==> config.mk <==
export PLATFORM = sky130hd
export DESIGN_NAME = id_ex_pipe_reg
export DESIGN_NICKNAME = d
export VERILOG_FILES = /design/src/rtl/id_ex_pipe_reg.sv
export SDC_FILE = /design/constraint.sdc
export NUM_CORES = 1
export LEC_CHECK = 0
export BUFFER_PORTS_ARGS = -buffer_cell sky130_fd_sc_hd__buf_4
export CORE_AREA = 2 2 122 124
export DETAILED_ROUTE_END_ITERATION = 10
export DIE_AREA = 0 0 124 126
export PLACE_DENSITY = 0.72
export SLEW_MARGIN = 5
export SYNTH_ARGS = -nofsm -noshare
export SYNTH_HDL_FRONTEND = slang
export SYNTH_SLANG_ARGS = --single-unit
export TNS_END_PERCENT = 20
==> constraint.sdc <==
create_clock -name clk -period 8.05 [get_ports clk]
set_input_delay 1.61 -clock clk [delete_from_list [all_inputs] [get_ports clk]]
set_output_delay 1.61 -clock clk [all_outputs]
set_load 0.1 [all_outputs]
==> src/rtl/id_ex_pipe_reg.sv <==
// rtl/id_ex_pipe_reg.sv - ID->EX pipeline register with valid/ready handshake, stall, flush and bubble counter
// An empty or flushed slot holds all-zero payload, which the execute stage decodes as sll $0,$0,0.
module id_ex_pipe_reg #(
  parameter int DATA_W = 32,
  parameter int CNT_W  = 16
) (
  input  logic              clk,
  input  logic              reset,
  input  logic              in_valid,
  output logic              in_ready,
  input  logic [31:0]       instr,
  input  logic [DATA_W-1:0] pc_plus4,
  input  logic [DATA_W-1:0] rs_data,
  input  logic [DATA_W-1:0] rt_data,
  input  logic              stall,
  input  logic              flush,
  output logic              out_valid,
  input  logic              out_ready,
  output logic [5:0]        inst31_26,
  output logic [5:0]        inst5_0,
  output logic [4:0]        inst10_6,
  output logic [4:0]        rs_idx,
  output logic [4:0]        rt_idx,
  output logic [4:0]        rd_idx,
  output logic [DATA_W-1:0] dataa,
  output logic [DATA_W-1:0] datab,
  output logic [DATA_W-1:0] imm_sext,
  output logic [DATA_W-1:0] pc_plus4_q,
  output logic [CNT_W-1:0]  bubble_cnt
);

  localparam logic [CNT_W-1:0] CNT_ONE = {{(CNT_W-1){1'b0}}, 1'b1};

  logic              r_valid;
  logic [31:0]       r_instr;
  logic [DATA_W-1:0] r_dataa;
  logic [DATA_W-1:0] r_datab;
  logic [DATA_W-1:0] r_imm;
  logic [DATA_W-1:0] r_pc;
  logic [CNT_W-1:0]  r_bubble;

  logic              w_load;
  logic              w_drain;
  logic              w_next_valid;
  logic [DATA_W-1:0] w_imm;

  assign in_ready     = !stall & !reset & (!r_valid | out_ready);
  assign w_load       = in_valid & in_ready & !flush;
  // Stall blocks the downstream transfer even when out_ready is high.
  assign w_drain      = r_valid & out_ready & !stall;
  assign w_next_valid = !flush & (w_load | (r_valid & !w_drain));
  assign w_imm        = {{(DATA_W-16){instr[15]}}, instr[15:0]};

  always_ff @(posedge clk or posedge reset) begin
    if (reset) begin
      r_valid <= 1'b0;
      r_instr <= '0;
      r_dataa <= '0;
      r_datab <= '0;
      r_imm   <= '0;
      r_pc    <= '0;
    end else if (flush || (w_drain && !w_load)) begin
      r_valid <= 1'b0;
      r_instr <= '0;
      r_dataa <= '0;
      r_datab <= '0;
      r_imm   <= '0;
      r_pc    <= '0;
    end else if (w_load) begin
      r_valid <= 1'b1;
      r_instr <= instr;
      r_dataa <= rs_data;
      r_datab <= rt_data;
      r_imm   <= w_imm;
      r_pc    <= pc_plus4;
    end
  end

  always_ff @(posedge clk or posedge reset) begin
    if (reset) begin
      r_bubble <= '0;
    end else if (!w_next_valid && (r_bubble != {CNT_W{1'b1}})) begin
      r_bubble <= r_bubble + CNT_ONE;
    end
  end

  assign out_valid  = r_valid;
  assign inst31_26  = r_instr[31:26];
  assign rs_idx     = r_instr[25:21];
  assign rt_idx     = r_instr[20:16];
  assign rd_idx     = r_instr[15:11];
  assign inst10_6   = r_instr[10:6];
  assign inst5_0    = r_instr[5:0];
  assign dataa      = r_dataa;
  assign datab      = r_datab;
  assign imm_sext   = r_imm;
  assign pc_plus4_q = r_pc;
  assign bubble_cnt = r_bubble;

endmodule

---- After elaboration in Yosys (flattened, before gate mapping) ----
Index checks and enable logic that the tools add are counted.
W data, S select, Z words.
storage, ports and cells
  register bits ........................... 177
  bits of input ports ..................... 134
  output and inout port bits .............. 178
  logic and storage cells ................. 42
operators by class
  add/subtract/negate cells ............... 1
  equality and inequality tests ........... 1
  mux-type cells .......................... 12
  bitwise logic cells ..................... 10
  reductions and logical operators ........ 11
operator list
  kind                     count
  $mux W32                 10
  $add A16 B1 Y16 const B  1
  $ne A16 B16 Y1 const B   1
  $and A1 B1 Y1            8
  $logic_not A1 Y1         7
  $logic_and A1 B1 Y1      2
  $mux W1                  2
  $or A1 B1 Y1             2
  $reduce_bool A2 Y1       1
  $logic_or A1 B1 Y1       1

---- Longest topological paths before layout ----
Gate-level depths: netlist (run 1).
  depth after elaboration ................. 9
  gate-level depth with buffers ........... 6
  gate-level depth less buffers ........... 5

---- Worst setup path after synthesis (run 1) ----
OpenSTA, ideal clock, no wires.
  kind .................................... input -> output
  start point ............................. input stall
  end point ............................... output in_ready
  arrival time ............................ 3.855 ns
  data required time ...................... 6.440 ns
  setup slack ............................. 2.585 ns
  cell stages on the path ................. 1
  buffers on the path ..................... 0
  cell sequence ........................... a211oi_1
on the way
  word-level cells in the longest chain between the ends .. 3
ends and longest elaborated chain
  what                         line  RTL
  start: declaration           15    input logic stall,
  $logic_not A1 Y1             47    assign in_ready = !stall & !reset & (!r_valid | out_ready);
  $and A1 B1 Y1 (2 in series)  47
  end: declaration             10    output logic in_ready,
No other way between the ends.

---- Worst setup path after layout (run 1) ----
Ends and elaborated chain as after synthesis.

==> run summary, run 1 <==
Result of the run: completed
Number of input and output port buffers inserted: 311
Int Pwr: 1.37 mW
Routability congestion estimate: 0.796
Final wirelength: 16.0 mm
Largest fanout on the critical path: 5
DP Cell Count: 843
Fin Setup TNS: 0 ps
Via count of the first global-routing pass: 4528
Power density over cell area: 260 mW/mm²
Class of the most critical hold timing path: flip-flop to flip-flop
Data required, critical path: 6440 ps
Power spent charging and discharging nets: 0.814 mW
Origin of the worst min-delay path: datab[10]
Setup slack after layout: 4160 ps
Leakage power: 4.43 nW
Vias post-DR: 4526
Synthesized cell area: 0.00562 mm²
HPWL after detailed placement: 11.5 mm
Hold Vio Cnt, Final: 0
Count of TritonRoute iterations in the first routing pass: 5
Element type at the critical path end: primary output
Effective utilization at floorplan: 39.3%
Number of synthesized register bits: 145
Final setup violating endpoints: 0
Antenna-violating nets left: 0
Placement row count: 44
Max Freq: 257 MHz
Sum of overflow across all layers after global routing: 0
Worst VDD drop: 0.000287 V
Number of library cell types mapped by synthesis: 34
Switching power share of the total: 37.2%
DRC violation total after the first TritonRoute iteration: 210
Number of top-level design ports: 312
Maximum number of pins on one net before global-route repair: 87
Area Overhead vs Synth: 49.7%
Leading cell types in the layout, fill and taps excluded: buf_4 (315), dfrtp_1 (145), a22o_1 (128)
Hold EP: datab[10]
Startpoint of the worst-slack reg-to-reg timing path: out_valid
Post-Syn Area per Cell: 13.9 µm²
Worst-path clk slew: 60 ps
Via density per instance: 5.17
Worst skew pair latency: 410 ps
Reg-to-reg slack, setup: 5350 ps
Buffer levels on the longest clock path: 2
Setup Fix Bufs, Post-CTS: 0
Slew Limit Headroom: 31.1%
Max-cap violations: 0
Type of the setup path with the least slack: input port to primary output
TritonCTS Sinks: 145
RSZ-0062 raised after global routing: false
Synth warn: 0
Clk Tree Root Cell: clkbuf_16
Cell Count, Final, Fillers Out: 875
Clock network power share: 33.8%
Post-detailed-route wirelength per cell: 18.3 µm
Arrival @ worst endpoint: 2280 ps
Depth of the worst register-to-register path: 5
Share of synthesized area occupied by flip-flops and latches: 64.5%
Horizontal die dimension: 124 µm
Portion of total power attributed to sequential cells: 37.6%
Cell count after synthesis: 405
Net count after synthesis: 540
Clock H-tree levels: 4
CTS tree: done
Launching element type of the critical path: input port
Post-Route Skew: 6.56 ps
Hold depth: 1
Post-cts sizing count: 0
Drt drc: 0
Share of the clock period used by the worst path after layout: 48.4%
Fraction of layout cells with a size suffix above 1: 51.4%
Floorplan core area: 0.0143 mm²
Fin Hold WS: 506 ps
Max-slew violations: 0
Critical R2R Capture: datab[23]
First-pass GRT wire length: 24.3 mm
Total Power Consumption: 2.19 mW
Leading cell type in the layout, fill and taps excluded: buf_4
Net count reported at finish: 813
Number of buffers created by CTS: 17
CTS hold repair buffers: 0
Part of the total power dissipated in combinational logic: 28.5%
Die Footprint: 0.0156 mm²
Final worst path period need: 3890 ps
Total track usage: 20.4%
Slew at the pin closest to its max-slew limit: 1030 ps
Height of the die: 126 µm
Initial antenna violation count: 1
Minimum setup slack after placement: 4080 ps
[critical path, stage by stage]
cell	delay (ps)
buf_4	130
a211oi_1	210
buf_4	330
[through the flow]
step                      cell area [µm²]  utilization, %
final                                8410            58.8
after global routing                 8410            58.8
after CTS                            8410            58.8
after detailed placement             7850            54.9
after global placement               7850            54.9
after floorplan                      5620               -
[metal layers]
metal	vias to the layer above	wire length, µm	global-route usage (%)	share of wire [%]
met2	191	8130	34.1	51
met1	2250	6070	24.1	38
li1	2049	-	-	-
met3	36	1230	5.89	7.7
met4	0	571	9.52	3.6
met5	-	0	0	0
[cell usage after synthesis]
| library cell | number | share of area [%] |
|---|---|---|
| a2111oi_0 | 1 | 0.16 |
| a211oi_1 | 1 | 0.13 |
| a21oi_1 | 1 | 0.089 |
| a22o_1 | 128 | 20 |
| a31oi_1 | 1 | 0.11 |
| and3_1 | 1 | 0.11 |
| and4_1 | 2 | 0.31 |
| buf_2 | 27 | 2.4 |
| buf_4 | 32 | 4.3 |
| clkbuf_1 | 2 | 0.13 |
| dfrtp_1 | 145 | 65 |
| ha_1 | 1 | 0.22 |
| inv_1 | 4 | 0.27 |
| mux2_1 | 1 | 0.20 |
| mux2_2 | 3 | 0.60 |
| nand2_1 | 8 | 0.53 |
| nand2b_1 | 3 | 0.33 |
| nand3_1 | 4 | 0.36 |
| nand4_1 | 3 | 0.33 |
| nor2_1 | 2 | 0.13 |
| nor2_2 | 1 | 0.11 |
| nor2b_1 | 1 | 0.11 |
| nor3_1 | 9 | 0.80 |
| nor4_1 | 3 | 0.33 |
| nor4_4 | 1 | 0.38 |
| nor4b_1 | 1 | 0.16 |
| o211ai_1 | 2 | 0.27 |
| o21ai_0 | 1 | 0.089 |
| o21ba_2 | 1 | 0.18 |
| o32ai_2 | 1 | 0.29 |
| or2_2 | 2 | 0.22 |
| or3b_1 | 1 | 0.16 |
| xnor2_1 | 1 | 0.16 |
| xor2_1 | 10 | 1.6 |
[sequential cells by signal, summed over array words and instances (netlist names)]
register,flops
pc_plus4_q,32
datab,32
dataa,32
bubble_cnt,16
out_valid,1
r_instr,32
[layout make-up]
type                            instances  area [µm²]
Clock buffer                           23         478
Sequential cell                       145        3630
Inverter                                4        20.0
Clock inverter                          8        80.1
Fill cell                            1138        5900
Multi-Input combinational cell        195        1610
Timing Repair Buffer                  315        2360
Tap cell                              184         230
Antenna cell                            1        2.50
[power groups by stage]
stage	Combinational, mW	Clock (mW)	Sequential [mW]
6_report	0.624	0.739	0.823
5_1_grt	0.650	0.790	0.829
4_1_cts	0.628	0.756	0.822
3_5_place_dp	0.627	0	0.834
3_3_place_gp	0.621	0	0.831
2_1_floorplan	0.147	0	1.15
[cell families after synthesis]
group	share of synthesized area (%)
flops	64.5
compound gates	21.3
buf+inv	7.08
simple gates	4.39
xor+xnor	1.71
mux	0.801
fa+ha+maj	0.223
[worst max-delay path by stage]
stage / startpoint / endpoint / slack [ps] / cells past startpoint
5_1_grt: out_ready / in_ready / 4070 / 4
4_1_cts: stall / in_ready / 4150 / 3
6_report: stall / in_ready / 4160 / 3
3_3_place_gp: stall / in_ready / 4160 / 3
3_5_place_dp: in_valid / r_instr[2] / 4080 / 6
2_1_floorplan: reset / bubble_cnt[0] / 2550 / 1
Power figures use the tool's default switching activity.
==> run 2, diff against run 1 <==
- CORE_AREA: 2 2 122 124 -> 2 2 120 122
- DIE_AREA: 0 0 124 126 -> 0 0 122 124
- PLACE_DENSITY: 0.72 -> 0.74
- clock period: 8.05 -> 3.8 ns (I/O delays scaled with it)
==> run summary, run 2 (synthesized netlist as in run 1, its figures left out) <==
DRC violation total after the first TritonRoute iteration: 207
Post-cts sizing count: 0
Leading cell type in the layout, fill and taps excluded: buf_4
Number of gates on the worst path with buffers counted: 1
Net count reported at finish: 815
Number of buffers created by CTS: 17
Critical-path cell list: buf_4
CTS hold repair buffers: 0
Largest fanout on the critical path: 19
Depth of the worst register-to-register path: 5
Total track usage: 21.1%
Setup Fix Bufs, Post-CTS: 0
Worst VDD drop: 0.000736 V
TritonCTS Sinks: 145
Horizontal die dimension: 122 µm
Effective utilization at floorplan: 41.0%
Type of the setup path with the least slack: flip-flop to primary output
Fraction of layout cells with a size suffix above 1: 51.9%
Slew at the pin closest to its max-slew limit: 1070 ps
Element type at the critical path end: primary output
Max-slew violations: 0
Leakage power: 4.49 nW
Drt drc: 0
Total Power Consumption: 4.84 mW
Final setup violating endpoints: 0
Antenna cells: 0
Launching element type of the critical path: flip-flop
Initial antenna violation count: 0
Post-Route Utilization: 62.1%
Max Freq: 448 MHz
Clock H-tree levels: 4
Area Overhead vs Synth: 51.6%
Share of the clock period used by the worst path after layout: 58.7%
Placement row count: 43
Worst skew pair latency: 420 ps
Cell area after placement: 0.00789 mm²
Count of TritonRoute iterations in the first routing pass: 4
Final wirelength: 16.4 mm
Floorplan core area: 0.0137 mm²
HPWL after detailed placement: 11.7 mm
First-pass GRT wire length: 24.2 mm
Fin Hold WS: 447 ps
Power density over cell area: 568 mW/mm²
Final worst path period need: 2230 ps
Routability congestion estimate: 0.777
CTS tree: done
Sum of overflow across all layers after global routing: 0
Slew Limit Headroom: 28.6%
Worst-path clk slew: 60 ps
Maximum number of pins on one net before global-route repair: 82
Largest stage delay on the critical path: 640 ps
Antenna-violating nets left: 0
RSZ-0062 raised after global routing: false
Data required, critical path: 3040 ps
Max-cap violations: 0
Critical path's slowest cell: dfrtp_1
Result of the run: completed
Gate family responsible for the most delay along the worst path: flip-flops
Height of the die: 124 µm
Worst Path Buf+Inv: 1
Hold Vio Cnt, Final: 0
Post-Route Skew: 5.90 ps
Number of top-level design ports: 312
Via count of the first global-routing pass: 4520
Leading cell types in the layout, fill and taps excluded: buf_4 (315), dfrtp_1 (145), a22o_1 (128)
Final design instance area without fill: 0.00852 mm²
Number of input and output port buffers inserted: 311
Die Footprint: 0.0151 mm²
Class of the most critical hold timing path: input port to asynchronous set/reset pin
Post-detailed-route wirelength per cell: 18.8 µm
Vias post-DR: 4564
Arrival @ worst endpoint: 1470 ps
Via density per instance: 5.23
Clk Tree Root Cell: clkbuf_16
Buffer levels on the longest clock path: 2
run 2: power by group:
| part | leakage (nW) | internal (mW) | switching [mW] |
|---|---|---|---|
| clock network | 0.311 | 1.14 | 0.636 |
| logic | 2.22 | 0.319 | 1.01 |
| registers | 1.96 | 1.64 | 0.103 |
| total | 4.49 | 3.10 | 1.75 |
run 2: layout make-up:
class                   count  area [µm²]
clock buffers              20         457
clock inverters            12         181
fillers                  1084        5190
inverters                   4        18.8
multi-input cells         195        1610
flip-flops and latches    145        3630
well taps                 180         225
repair buffers            317        2400
run 2: layer usage:
metal	wire length (µm)	up-vias	global-route usage, %	share of wire [%]
li1	-	2043	-	-
met1	6140	2276	24.2	37
met2	8470	205	35.5	52
met3	1250	40	6.87	7.6
met4	523	0	10.8	3.2
met5	0	-	0	0
run 2: stage by stage:
stage	instances	setup slack [ps]	TNS (ps)
floorplan	405	-132	-132
global placement	841	1320	0
detailed placement	841	1260	0
CTS	873	1510	0
global route	873	1430	0
finish	873	1570	0
run 2: final timing paths:
path,startpoint,end,slack [ps]
worst min-delay path,reset,pc_plus4_q[16],450
worst max-delay path,r_instr[15],rd_idx[4],1570
min in group clk,dataa[30],dataa[30],500
worst max register to register,bubble_cnt[0],bubble_cnt[14],1780
max in group asynchronous,reset,dataa[11],2480
worst min register to register,dataa[30],dataa[30],500
==> run 3, diff against run 2 <==
- ABC_AREA: unset -> 1
- CORE_AREA: 2 2 120 122 -> unset
- CORE_UTILIZATION: unset -> 42
- DIE_AREA: 0 0 122 124 -> unset
- PLACE_DENSITY: 0.74 -> 0.77
- clock period: 3.8 -> 1.8 ns (I/O delays scaled with it)
==> run summary, run 3 <==
Die Footprint: 0.0156 mm²
Met2 routing resource usage after global routing: 39.9%
Worst-path clk slew: 60 ps
Arrival @ worst endpoint: 1370 ps
Slew Limit Headroom: 68.3%
Cell Count, Final, Fillers Out: 1212
Buffer levels on the longest clock path: 2
Async S/R FF share, synth: 100%
Leading cell types in the layout, fill and taps excluded: nand2_1 (332), buf_4 (317), dfrtp_1 (144)
DRC violation total after the first TritonRoute iteration: 459
Number of library cell types mapped by synthesis: 23
RSZ-0062 raised after global routing: false
Post-detailed-route wirelength per cell: 14.9 µm
Element type at the critical path end: primary output
Launching element type of the critical path: flip-flop
Worst VDD drop: 0.00180 V
Largest fanout on the critical path: 4
Routability congestion estimate: 0.859
Final worst path period need: 1730 ps
Via count of the first global-routing pass: 5688
Count of TritonRoute iterations in the first routing pass: 7
Clock H-tree levels: 4
Commonest cells post-synth: nand2_1 (332), dfrtp_1 (145), nand3_1 (135), buf_4 (36), buf_2 (28)
Sum of overflow across all layers after global routing: 0
HPWL after detailed placement: 12.7 mm
Leading cell type in the layout, fill and taps excluded: nand2_1
Post-Route Skew: 3.43 ps
Worst skew pair latency: 410 ps
Area Overhead vs Synth: 45.5%
Max-slew violations: 0
Type of the setup path with the least slack: flip-flop to primary output
Hold Vio Cnt, Final: 0
Cell count after synthesis: 750
Synth warn: 0
Dominant cells by area after synthesis: dfrtp_1 (57%), nand2_1 (20%), nand3_1 (11%), buf_4 (4.3%), buf_2 (2.2%)
Drt drc: 46
Number of synthesized flops with an enable pin: 0
Clk Tree Root Cell: clkbuf_16
Cell type with the highest aggregate area in the netlist: dfrtp_1
Height of the die: 125 µm
Cell area after placement: 0.00867 mm²
Effective utilization at floorplan: 43.4%
Slew at the pin closest to its max-slew limit: 475 ps
First-pass GRT wire length: 29.4 mm
Total Power Consumption: 9.77 mW
Synthesized cell area: 0.00635 mm²
Horizontal die dimension: 125 µm
Number of top-level design ports: 312
Class of the most critical hold timing path: input port to asynchronous set/reset pin
Floorplan core area: 0.0146 mm²
Via density per instance: 4.93
Number of input and output port buffers inserted: 311
Share of synthesized area occupied by flip-flops and latches: 57.1%
Setup slack after layout: 71.2 ps
Data required, critical path: 1440 ps
Global routing met3 resource utilization: 6.08%
Reg-to-reg slack, setup: 220 ps
Number of synthesized register bits: 145
Minimum setup slack after placement: 91.7 ps
Placement row count: 44
CTS tree: done
Net count after synthesis: 885
Total track usage: 23.9%
Number of buffers created by CTS: 17
Most common cell in the netlist: nand2_1
Max-cap violations: 0
Antenna cells: 0
Final setup violating endpoints: 0
Leakage power: 5.30 nW
Max Freq: 578 MHz
Final design instance area without fill: 0.00924 mm²
Violated checks: DRC
Final wirelength: 18.1 mm
Net count reported at finish: 1152
Fraction of layout cells with a size suffix above 1: 35.7%
Post-synth top flop: dfrtp_1
DP Cell Count: 1182
Antenna-violating nets left: 0
Power density over cell area: 1060 mW/mm²
Vias post-DR: 5972
Result of the run: finished, violations left
Maximum number of pins on one net before global-route repair: 85
Global routing usage on met1: 29.0%
TritonCTS Sinks: 145
CTS hold repair buffers: 0
Initial antenna violation count: 0
Area share of the largest cell type after synthesis: 57.1%
Top Usage Layer GRT: met2
Post-Syn Area per Cell: 8.47 µm²
Fillers: 1245
Share of the clock period used by the worst path after layout: 96.0%
## run 3: metal layers
metal / vias to the layer above / wire length (µm)
li1: 2882 / -
met1: 2813 / 7100
met2: 234 / 9080
met3: 43 / 1230
met4: 0 / 651
met5: - / 0
## run 3: kinds of logic after synthesis
| kind of cell | Yosys count | share of synthesized area, % |
|---|---|---|
| flops | 145 | 57.1 |
| buf+inv | 92 | 8.35 |
| xor+xnor | 7 | 0.965 |
| simple gates | 498 | 32.8 |
| compound gates | 7 | 0.610 |
| fa+ha+maj | 1 | 0.197 |
## run 3: path summary, 6_finish.rpt
path | from | end | cells past startpoint
hold / removal | reset | r_instr[24] | 3
max in group asynchronous | reset | dataa[3] | 3
setup / recovery | out_valid | in_ready | 3
setup reg to reg | bubble_cnt[0] | bubble_cnt[11] | 9
hold reg to reg | dataa[4] | dataa[4] | 2
min in group clk | rs_data[19] | dataa[19] | 3
## run 3: layout make-up
type | count | area [µm²] | area share, %
Multi-Input combinational cell | 513 | 2210 | 24.0
Timing Repair Buffer | 325 | 2540 | 27.5
Clock buffer | 22 | 484 | 5.24
Tap cell | 184 | 230 | 2.49
Clock inverter | 8 | 80.1 | 0.867
Inverter | 15 | 62.6 | 0.677
Sequential cell | 145 | 3630 | 39.3
## run 3: critical path: stages (launching register included)
cell and delay (ps):
dfrtp_1 400, nand2_1 130, and2_1 140, buf_4 290
## run 3: repair_timing
| item | CTS | global route |
|---|---|---|
| gates resized for setup | 1 | 2 |
| setup endpoints to repair | 18 | 3 |
| buffers inserted | 0 | 0 |
## run 3: power by group
part           switching (mW)  internal [mW]
Clock                    1.32           2.03
Combinational            2.11          0.655
Sequential              0.201           3.45
## run 3: metrics by stage
step	TNS [ps]	util (%)	hold WS, ps
floorplan	-83230	-	469
finish	0	63.1	82.0
global route	0	63.1	93.0
global placement	0	59.2	482
detailed placement	0	59.2	488
CTS	0	63.1	86.8
